<file path="src/rtl/rr_arb_pkg.sv">
// rr_arb_pkg: constants and types shared by the round-robin grant controller
// and its mask generator.
package rr_arb_pkg;

  localparam int N_REQ        = 4;
  localparam int DEF_MAX_HOLD = 16;

  typedef enum logic {
    IDLE  = 1'b0,
    GRANT = 1'b1
  } state_t;

endpackage : rr_arb_pkg

</file>
<file path="src/rtl/rr_mask_gen.sv">
// rr_mask_gen: round-robin mask register and masked-request mux.
// The mask keeps only the request lines strictly above the most recent
// winner.  When no masked request is pending, the raw request vector is
// passed through so the search wraps around to index 0.
module rr_mask_gen
  import rr_arb_pkg::*;
(
  input  logic             clk,
  input  logic             reset_n,
  input  logic [N_REQ-1:0] i_req,
  input  logic             i_load,
  input  logic [N_REQ-1:0] i_gnt_onehot,
  output logic [N_REQ-1:0] o_pri_in
);

  logic [N_REQ-1:0] r_mask;
  logic [N_REQ-1:0] w_below;
  logic [N_REQ-1:0] w_masked;

  // For a one-hot winner g, (g | (g - 1)) covers g and every lower bit,
  // so its complement is exactly the bits strictly above the winner.
  assign w_below  = i_gnt_onehot - {{(N_REQ-1){1'b0}}, 1'b1};
  assign w_masked = i_req & r_mask;

  // Masked requests take precedence; an empty masked set falls back to req.
  always_comb begin
    o_pri_in = i_req;
    if (|w_masked) begin
      o_pri_in = w_masked;
    end
  end

  // Mask register: all-ones after reset, reloaded on every new grant.
  always_ff @(posedge clk or negedge reset_n) begin
    if (!reset_n) begin
      r_mask <= '1;
    end else if (i_load) begin
      r_mask <= ~(i_gnt_onehot | w_below);
    end
  end

endmodule : rr_mask_gen

</file>
<file path="src/rtl/rr_grant_ctrl.sv">
// rr_grant_ctrl: round-robin grant controller for four requesters.
// The lowest-index pick is done by an external priority stage: this block
// drives the rotated request vector on pri_in/pri_en and registers the
// one-hot answer from pri_out as the grant.  A grant is held while its
// owner keeps requesting; after a release there is one idle cycle before
// the next winner is loaded.
// Optional feature: define RR_TIMEOUT_EN to build an 8-bit hold counter
// that forces a release after MAX_HOLD consecutive grant cycles.
//
// Handshake: pri_en is a combinational request to the priority stage and is
// high only in IDLE with a pending request; pri_out is consumed on the same
// rising edge and must then be one-hot, otherwise err is set (sticky).
module rr_grant_ctrl
  import rr_arb_pkg::*;
#(
  parameter int MAX_HOLD = DEF_MAX_HOLD
) (
  input  logic             clk,
  input  logic             reset_n,
  input  logic [N_REQ-1:0] req,
  input  logic [N_REQ-1:0] pri_out,
  output logic [N_REQ-1:0] pri_in,
  output logic             pri_en,
  output logic [N_REQ-1:0] gnt,
  output logic             gnt_valid,
  output logic             err,
  output state_t           dbg_state
);

  // Elaboration-time guard on the hold limit.
  if ((MAX_HOLD < 2) || (MAX_HOLD > 255)) begin : g_bad_max_hold
    $error("rr_grant_ctrl: MAX_HOLD must be in 2..255");
  end

  state_t           r_state;
  logic [N_REQ-1:0] r_gnt;
  logic             r_gnt_valid;
  logic             r_err;

  logic             w_pri_onehot;
  logic             w_grant_load;
  logic             w_own_req;
  logic             w_timeout;

`ifdef RR_TIMEOUT_EN
  localparam logic [7:0] HOLD_LAST = 8'(MAX_HOLD - 1);

  logic [7:0] r_hold_cnt;

  assign w_timeout = (r_hold_cnt == HOLD_LAST);
`else
  assign w_timeout = 1'b0;
`endif

  // One-hot test: non-zero with no two bits set.
  assign w_pri_onehot = (pri_out != '0) &&
                        ((pri_out & (pri_out - {{(N_REQ-1){1'b0}}, 1'b1})) == '0);

  assign pri_en       = (r_state == IDLE) && (|req);
  assign w_grant_load = pri_en && w_pri_onehot;
  assign w_own_req    = |(req & r_gnt);

  assign gnt          = r_gnt;
  assign gnt_valid    = r_gnt_valid;
  assign err          = r_err;
  assign dbg_state    = r_state;

  rr_mask_gen u_mask_gen (
    .clk          (clk),
    .reset_n      (reset_n),
    .i_req        (req),
    .i_load       (w_grant_load),
    .i_gnt_onehot (pri_out),
    .o_pri_in     (pri_in)
  );

  // Grant FSM with registered grant, valid, error and hold counter.
  always_ff @(posedge clk or negedge reset_n) begin
    if (!reset_n) begin
      r_state     <= IDLE;
      r_gnt       <= '0;
      r_gnt_valid <= 1'b0;
      r_err       <= 1'b0;
`ifdef RR_TIMEOUT_EN
      r_hold_cnt  <= 8'd0;
`endif
    end else begin
      case (r_state)
        IDLE: begin
          if (pri_en) begin
            if (w_pri_onehot) begin
              r_gnt       <= pri_out;
              r_gnt_valid <= 1'b1;
              r_state     <= GRANT;
`ifdef RR_TIMEOUT_EN
              r_hold_cnt  <= 8'd0;
`endif
            end else begin
              // Priority stage broke the one-hot contract: flag and stay idle.
              r_err <= 1'b1;
            end
          end
        end
        GRANT: begin
          if (!w_own_req || w_timeout) begin
            r_gnt       <= '0;
            r_gnt_valid <= 1'b0;
            r_state     <= IDLE;
          end else begin
`ifdef RR_TIMEOUT_EN
            r_hold_cnt  <= r_hold_cnt + 8'd1;
`endif
          end
        end
        default: begin
          r_state <= IDLE;
        end
      endcase
    end
  end

endmodule : rr_grant_ctrl

</file>
<file path="config.mk">
export PLATFORM = sky130hd
export DESIGN_NAME = rr_grant_ctrl
export DESIGN_NICKNAME = d
export VERILOG_FILES = /design/src/rtl/rr_arb_pkg.sv /design/src/rtl/rr_mask_gen.sv /design/src/rtl/rr_grant_ctrl.sv
export SDC_FILE = /design/constraint.sdc
export NUM_CORES = 1
export LEC_CHECK = 0
export ABC_AREA = 1
export CAP_MARGIN = 10
export CORE_MARGIN = 2
export CORE_UTILIZATION = 45
export DETAILED_ROUTE_END_ITERATION = 8
export PLACE_DENSITY = 0.88
export SLEW_MARGIN = 20
export SYNTH_ARGS = -nofsm -noshare
export SYNTH_HDL_FRONTEND = slang
export SYNTH_SLANG_ARGS = --single-unit
</file>
<file path="constraint.sdc">
create_clock -name clk -period 1.8 [get_ports clk]
set_clock_uncertainty 0.05 [all_clocks]
set_input_delay 0.18 -clock clk [delete_from_list [all_inputs] [get_ports clk]]
set_output_delay 0.18 -clock clk [all_outputs]
set_load 0.005 [all_outputs]
</file>
After elaboration in Yosys (flattened, before gate mapping)
Cells that the tools add are included.

Register bits after elaboration: 11. Input port bits: 10. Output and inout bits: 12. Word-level logic and storage cells: 39.

Add/subtract/negate cells: 1. Equal/unequal tests: 3. Mux-type cells: 13. Bitwise operators: 7. Reductions and logical operators: 10.

Operators by type and width (count): 2-to-1 mux 4 bit (4); bitwise AND 4 bit (3); OR reduction 4 bit (3); case mux 4 bit (2 select lines) (1); 2-to-1 mux 1 bit (6); != test 2 bit, second input constant (3); AND reduction 3 bit (2); zero test 4 bit (1); NOT 4 bit (1); bitwise OR 4 bit (1); case mux 1 bit (2 select lines) (2); nonzero test 4 bit (1); subtractor 4 x 1 -> 4 bit, second input constant (1); logical AND 1 bit (3); NOT 1 bit (2).

Depth between registers and ports, before layout
Gate-level depths: netlist (run 1).

Depth after elaboration: 7. Gate-level depth with buffers: 8. Gate-level depth less buffers: 7.

Modules after synthesis
From an unflattened synthesis (run 1), not the netlist that was laid out.

Cell total of the unflattened synthesis: 86. Area total of the unflattened synthesis: 618.1 um^2.

By module, submodules not included: rr_grant_ctrl (instances 1, cells an instance 52, area an instance 394.1 um^2, sequential area each 175.2 um^2); rr_mask_gen (instances 1, cells an instance 34, area an instance 224.0 um^2, sequential area each 105.1 um^2).

Worst setup path before layout (run 1)
Ideal clock, no wire load.

Path type: reg-to-reg. Start: reg r_state (netlist: dbg_state). End: reg r_gnt[0] (netlist: gnt[0]). Arrival time: 0.975 ns. Required time: 1.632 ns. Slack: 0.657 ns. Stages on the path, launching flop included: 6. Period minus slack after synthesis: 1.143 ns. Cell sequence: dfrtp_1 > a21oi_4 > nand3_4 > buf_6 > nand3_1 > nand2_1.

Longest elaborated chain between the ends: 4. Elaborated cells between the ends (all ways): 7. Those cells by class: eq/ne: 3; mux: 1; bitwise: 1; reduce/logical: 2.

Ends and longest elaborated chain: start, declared (line rr_grant_ctrl.sv:35) `state_t r_state;`; start signal, assigned (line rr_grant_ctrl.sv:80) `r_state <= IDLE;`; start signal, assigned (line rr_grant_ctrl.sv:94) `r_state <= GRANT;`; start signal, assigned (line rr_grant_ctrl.sv:108) `r_state <= IDLE;`; NOT 1 bit (no source line); logical AND 1 bit (line rr_grant_ctrl.sv:59) `assign pri_en = (r_state == IDLE) && (|req);`; net pri_en (line rr_grant_ctrl.sv:23) `output logic pri_en,`; != test 2 bit (no source line); AND reduction 3 bit (no source line); end signal, assigned (line rr_grant_ctrl.sv:92) `r_gnt <= pri_out;`; end, declared (line rr_grant_ctrl.sv:36) `logic [N_REQ-1:0] r_gnt;`.

The timed path passes the listed nets, and every way through them passes these cells. A chain may end at the register's enable or synchronous reset.

Worst setup path in the final report (run 1)
Start: in req[1]. End: out pri_en.

Longest elaborated chain between the ends: 2.

Ends and longest elaborated chain: start, declared (line rr_grant_ctrl.sv:20) `input logic [N_REQ-1:0] req,`; OR reduction 4 bit (line rr_grant_ctrl.sv:59); logical AND 1 bit (line rr_grant_ctrl.sv:59); end, declared (line rr_grant_ctrl.sv:23).

No other way between the ends.

==> impl_metrics.env, run 1 <==
export IMPL_r2r_cells=5
export IMPL_regArea_um2=280
export IMPL_start_util=0.481
export IMPL_place_hpwl_um=1100
export IMPL_final_net_count=118
export IMPL_drt_iter0_drc=10
export IMPL_grt_overflow=0
export IMPL_cts_made_buffers=3
export IMPL_endpoint_kind="primary output"
export IMPL_antennaDiodeCount=0
export IMPL_r2r_slack_ns=0.57
export IMPL_stdcell_area_um2=913
export IMPL_p_seq_frac=0.386
export IMPL_peakVddDrop_uv=622
export IMPL_cts_tree="yes"
export IMPL_cp_endpoint="pri_en"
export IMPL_pwr_share_comb=0.453
export IMPL_rsz0062_at_grt="no"
export IMPL_hp_class="primary input to async pin"
export IMPL_period_minus_slack_ns=1.75
export IMPL_p_total_mw=1.08
export IMPL_finalHoldViolCount=0
export IMPL_yosysWarnings=0
export IMPL_synth_area_um2=626
export IMPL_cts_root_buf="clkbuf_4"
export IMPL_fp_coreArea_um2=1300
export IMPL_hold_buffers=0
export IMPL_dieArea_um2=1700
export IMPL_ant_nets=0
export IMPL_gp_congestion=0.858
export IMPL_power_share_switching=0.349
export IMPL_routed_wl_um=1430
export IMPL_p_switching_mw=0.377
export IMPL_die_w_um=41.3
export IMPL_synth_top_cells_by_area="dfrtp_1 (28%), nand2_1 (19%), dfstp_2 (17%)"
export IMPL_place_ws_ns=-0.176
export IMPL_ys_types=17
export IMPL_p_int_mw=0.703
export IMPL_worst_slew_pin_slew_ns=0.477
export IMPL_vias=597
export IMPL_critPathKind="primary input to primary output"
export IMPL_critPathRequiredTime_ns=1.57
export IMPL_post_cts_setup_buffer_count=0
export IMPL_numClockSinks=11
export IMPL_track_usage=0.207
export IMPL_multiInputGateArea_um2=323
export IMPL_grt_pass1_wl_um=2230
export IMPL_drv_slew=0
export IMPL_fmax_mhz=572
export IMPL_cp_startpoint="req[1]"
export IMPL_cap_violations=0
export IMPL_first_pass_iters=4
export IMPL_post_route_period_util=0.971
export IMPL_grt_pass1_vias=550
export IMPL_worst_slack_ns=0.0529
export IMPL_drc=0
export IMPL_r2r_end="gnt[3]"
export IMPL_yosys_register_bits=11
export IMPL_yosys_area_top_type_share=0.280
export IMPL_path_clk_slew_ns=0.07
export IMPL_status="finished clean"
export IMPL_io_pins=22
export IMPL_wire_per_inst_um=11.7
export IMPL_grt_max_degree=13
export IMPL_path_cells="clkdlybuf4s50_1 > buf_4 > nor2_2 > a21oi_4 > clkdlybuf4s50_1"
export IMPL_cpPeakStageDelay_ns=0.52
export IMPL_ys_seq_area_frac=0.448
export IMPL_synth_fp_nets=88
export IMPL_cp_arrival_ns=1.52
export IMPL_rows=13
export IMPL_p_leak_nw=0.451
export IMPL_chipHeight_um=41.3
export IMPL_cp_start_kind="primary input"
export IMPL_r2r_start="dbg_state"
export IMPL_dpl_cell_area_um2=881
export IMPL_final_util=0.702
export IMPL_cpMostUsedCell="clkdlybuf4s50_1"
export IMPL_fillers=111
export IMPL_p_per_area_nw_per_um2=1180
export IMPL_postSynthCellCount=78
export IMPL_antenna_found_initial=0
export IMPL_io_buffers=21
export IMPL_worstSkewPairLatency_ns=0.27
export IMPL_max_slew_margin=0.681
export IMPL_drive_above_1_share=0.234
export IMPL_htree_levels=1
export IMPL_avgSynthCellArea_um2=8.02
export IMPL_finalSetupTns_ns=0
export IMPL_drt_vias_per_instance=4.89
export IMPL_cts_max_path_buffers=2
export IMPL_p_clk_frac=0.161
export IMPL_setup_viol=0
export IMPL_crit_slowest_cell="clkdlybuf4s50_1"
export IMPL_yosysTopAreaCell="dfrtp_1"
export IMPL_synthToLayoutAreaGrowth_pct=46.0
export IMPL_cp_max_fo=4
Yosys cell counts:
library cell,count
dfrtp_1,7
o21ai_0,4
nand2_2,2
nand4_1,4
nor2_2,2
a22o_2,1
nor2_4,1
a21o_2,1
nand3_4,1
nand2_1,32
nand3_1,5
dfstp_2,4
nor2_1,4
inv_1,6
a21oi_4,1
o21ai_2,2
buf_6,1
sequential cells by signal (all words and copies together), names as in the netlist:
name	cells
dbg_state	1
err	1
gnt	4
gnt_valid	1
u_mask_gen.r_mask	4
critical path, delay by kind of cell:
kind            cells  cell delay (ns)
buf+inv             3             1.13
compound gates      1             0.16
simple gates        1             0.05
placed cells by master (no fill, tap or decap):
master	netlist	routed
nand2_2	2	2
a21oi_4	1	1
dlygate4sd2_1	0	4
a21o_2	1	1
nand3_1	5	5
o21ai_0	4	3
clkbuf_1	0	1
nand4_1	4	4
dfrtp_1	7	7
a22o_2	1	1
clkdlybuf4s50_1	0	17
nand2_1	32	32
nor2_4	1	2
clkbuf_4	0	3
nor2_1	4	3
nor2_2	2	2
inv_1	6	6
dfstp_2	4	4
o21ai_2	2	3
nand3_4	1	1
buf_4	0	5
stage by stage:
step | hold WS (ns) | instances
2_1_floorplan | -0.166 | 78
3_3_place_gp | 0.397 | 118
3_5_place_dp | 0.401 | 118
4_1_cts | 0.196 | 122
5_1_grt | 0.227 | 122
6_report | 0.176 | 122
kinds of logic after synthesis:
family | after synthesis | share of synthesized area
flip-flops | 11 | 0.448
AO/OA/AOI/OAI | 9 | 0.116
AND/OR/NAND/NOR | 51 | 0.382
buffers and inverters | 7 | 0.0540
routing by layer:
metal | global-route usage | routed length (um) | part of all wire
met1 | 0.253 | 673 | 0.47
met2 | 0.352 | 670 | 0.47
met3 | 0.0489 | 57 | 0.040
met4 | 0.0726 | 25 | 0.018
met5 | 0 | 0 | 0
power groups by stage:
| stage | clock network [mW] | logic [mW] | registers [mW] |
|---|---|---|---|
| final | 0.174 | 0.489 | 0.417 |
| after floorplan | 0 | 0.221 | 0.414 |
| after global placement | 0 | 0.480 | 0.417 |
| after CTS | 0.177 | 0.495 | 0.416 |
| after detailed placement | 0 | 0.491 | 0.419 |
| after global routing | 0.184 | 0.543 | 0.428 |
worst min path at each step:
| stage | cells past startpoint | endpoint | slack, ns |
|---|---|---|---|
| after floorplan | 0 | dbg_state | -0.17 |
| after global placement | 1 | err | 0.40 |
| after detailed placement | 1 | err | 0.40 |
| after CTS | 1 | gnt[3] | 0.20 |
| after global routing | 1 | gnt_valid | 0.23 |
| final | 1 | err | 0.18 |
final cells by class:
| cell class | instances | share of cell area |
|---|---|---|
| multi-input combinational | 60 | 0.353 |
| sequential | 11 | 0.307 |
| timing repair buffer | 26 | 0.266 |
| clock buffer | 4 | 0.0288 |
| inverter | 6 | 0.0247 |
| tap | 15 | 0.0205 |
timing repair:
item,4_1_cts,5_1_grt
pin swaps,1,1
gates cloned,0,0
setup endpoints to repair,4,1
gates resized for setup,8,0
No activity file was read; power rests on OpenSTA's default activity.
==> run 2, diff against run 1 <==
--- a/config.mk
+++ b/config.mk
@@ -11,6 +11,8 @@
 export CORE_UTILIZATION = 45
 export DETAILED_ROUTE_END_ITERATION = 8
 export PLACE_DENSITY = 0.88
+export SKIP_CTS_REPAIR_TIMING = 1
+export SKIP_LAST_GASP = 1
 export SLEW_MARGIN = 20
 export SYNTH_ARGS = -nofsm -noshare
 export SYNTH_HDL_FRONTEND = slang
==> run 2 against run 1 <==
Against the previous run:
- the run now ends with negative setup slack left
- hold slack unchanged
- utilization increased by 0.96 points
- critical path depth increased by 1
- wire length increased by 0.35%
- clock-buffer cell count unchanged
- setup slack got worse by 0.12 ns
- first-iteration DRC count unchanged
- non-clock buffer count unchanged
- power increased by 1.3%
==> impl_metrics.env, run 2 (synthesis gave the netlist of run 1 again) <==
export IMPL_worst_slack_ns=-0.0670
export IMPL_path_cells="inv_1 > o21ai_2 > nor2_4 > nand2_1 > nand2_1 > clkdlybuf4s50_1"
export IMPL_violations="negative setup slack"
export IMPL_p_switching_mw=0.378
export IMPL_cap_violations=0
export IMPL_synthToLayoutAreaGrowth_pct=48.0
export IMPL_antennaDiodeCount=0
export IMPL_final_cell_mix="nand2_1 (32), clkdlybuf4s50_1 (18), dfrtp_1 (7), inv_1 (6)"
export IMPL_peakVddDrop_uv=641
export IMPL_finalHoldViolCount=0
export IMPL_cpMostUsedCell="nand2_1"
export IMPL_worst_slew_pin_slew_ns=0.477
export IMPL_io_pins=22
export IMPL_max_slew_margin=0.681
export IMPL_place_hpwl_um=1100
export IMPL_place_ws_ns=-0.176
export IMPL_track_usage=0.207
export IMPL_finalSetupTns_ns=-0.0670
export IMPL_fmax_mhz=536
export IMPL_htree_levels=1
export IMPL_vias=597
export IMPL_drive_above_1_share=0.234
export IMPL_rsz0062_at_grt="yes"
export IMPL_first_pass_iters=4
export IMPL_p_per_area_nw_per_um2=1180
export IMPL_critPathKind="flip-flop to primary output"
export IMPL_status="complete, but fails checks"
export IMPL_grt_pass1_vias=550
export IMPL_path_clk_slew_ns=0.07
export IMPL_fin_cells=122
export IMPL_cp_arrival_ns=1.64
export IMPL_dpl_cell_area_um2=881
export IMPL_final_util=0.712
export IMPL_final_net_count=118
export IMPL_period_minus_slack_ns=1.87
export IMPL_grt_overflow=0
export IMPL_drt_vias_per_instance=4.89
export IMPL_hp_class="primary input to async pin"
export IMPL_antenna_found_initial=0
export IMPL_wire_per_inst_um=11.7
export IMPL_place_inst=118
export IMPL_stdcell_area_um2=926
export IMPL_p_int_mw=0.716
export IMPL_power_share_switching=0.345
export IMPL_drc=0
export IMPL_hold_slack_ns=0.176
export IMPL_gp_congestion=0.858
export IMPL_pwr_share_comb=0.460
export IMPL_drt_iter0_drc=10
export IMPL_cts_root_buf="clkbuf_4"
export IMPL_path_buf_inv=2
export IMPL_post_route_period_util=1.04
export IMPL_worstSkewPairLatency_ns=0.27
export IMPL_routed_wl_um=1430
export IMPL_endpoint_kind="primary output"
export IMPL_cp_max_fo=4
export IMPL_start_util=0.481
export IMPL_chipHeight_um=41.3
export IMPL_p_clk_frac=0.159
export IMPL_cp_start_kind="flip-flop"
export IMPL_cts_tree="yes"
export IMPL_grt_pass1_wl_um=2230
export IMPL_fp_coreArea_um2=1300
export IMPL_ant_nets=0
export IMPL_crit_family="flip-flops"
export IMPL_dieArea_um2=1700
export IMPL_fillers=107
export IMPL_layout_commonest_cell="nand2_1"
export IMPL_crit_slowest_cell="dfstp_2"
export IMPL_setup_viol=1
export IMPL_cpPeakStageDelay_ns=0.54
export IMPL_numClockSinks=11
export IMPL_cts_made_buffers=3
export IMPL_critPathRequiredTime_ns=1.57
export IMPL_grt_max_degree=13
export IMPL_die_w_um=41.3
export IMPL_rows=13
export IMPL_drv_slew=0
export IMPL_cts_max_path_buffers=2
export IMPL_p_seq_frac=0.382
export IMPL_io_buffers=21
export IMPL_p_leak_nw=0.475
export IMPL_p_total_mw=1.09
[run 2: power groups by stage]
| stage | clock, mW | combinational (mW) | sequential [mW] |
|---|---|---|---|
| after floorplan | 0 | 0.221 | 0.414 |
| after global placement | 0 | 0.480 | 0.417 |
| after global routing | 0.184 | 0.556 | 0.428 |
| after detailed placement | 0 | 0.491 | 0.419 |
| final | 0.174 | 0.503 | 0.417 |
| after CTS | 0.177 | 0.496 | 0.416 |
[run 2: metal layers]
metal,global-route usage,wire [um]
met1,0.253,670
met5,0,0
met4,0.0726,25
met3,0.0489,64
met2,0.352,671
[run 2: path summary, 6_finish.rpt]
check / from / endpoint / slack, ns / cells after the start
setup / recovery: u_mask_gen.r_mask[2] / pri_in[0] / -0.07 / 6
hold / removal: reset_n / err / 0.18 / 1
setup reg to reg: dbg_state / gnt[3] / 0.57 / 5
hold reg to reg: err / err / 0.42 / 1
max in group asynchronous: reset_n / u_mask_gen.r_mask[1] / 1.17 / 1
min in group clk: err / err / 0.42 / 1
[run 2: area by class of cell]
cell class,count,area (um^2),share of cell area
tap,15,18.8,0.0203
inverter,6,22.5,0.0243
clock buffer,4,26.3,0.0284
multi-input combinational,60,323,0.349
timing repair buffer,26,255,0.276
sequential,11,280,0.303
[run 2: worst reg2reg max path: stages (launching register included)]
cell and delay [ns]:
dfrtp_1 0.43, a21oi_4 0.15, buf_4 0.18, nand3_4 0.16, nand3_1 0.11, nand2_1 0.05
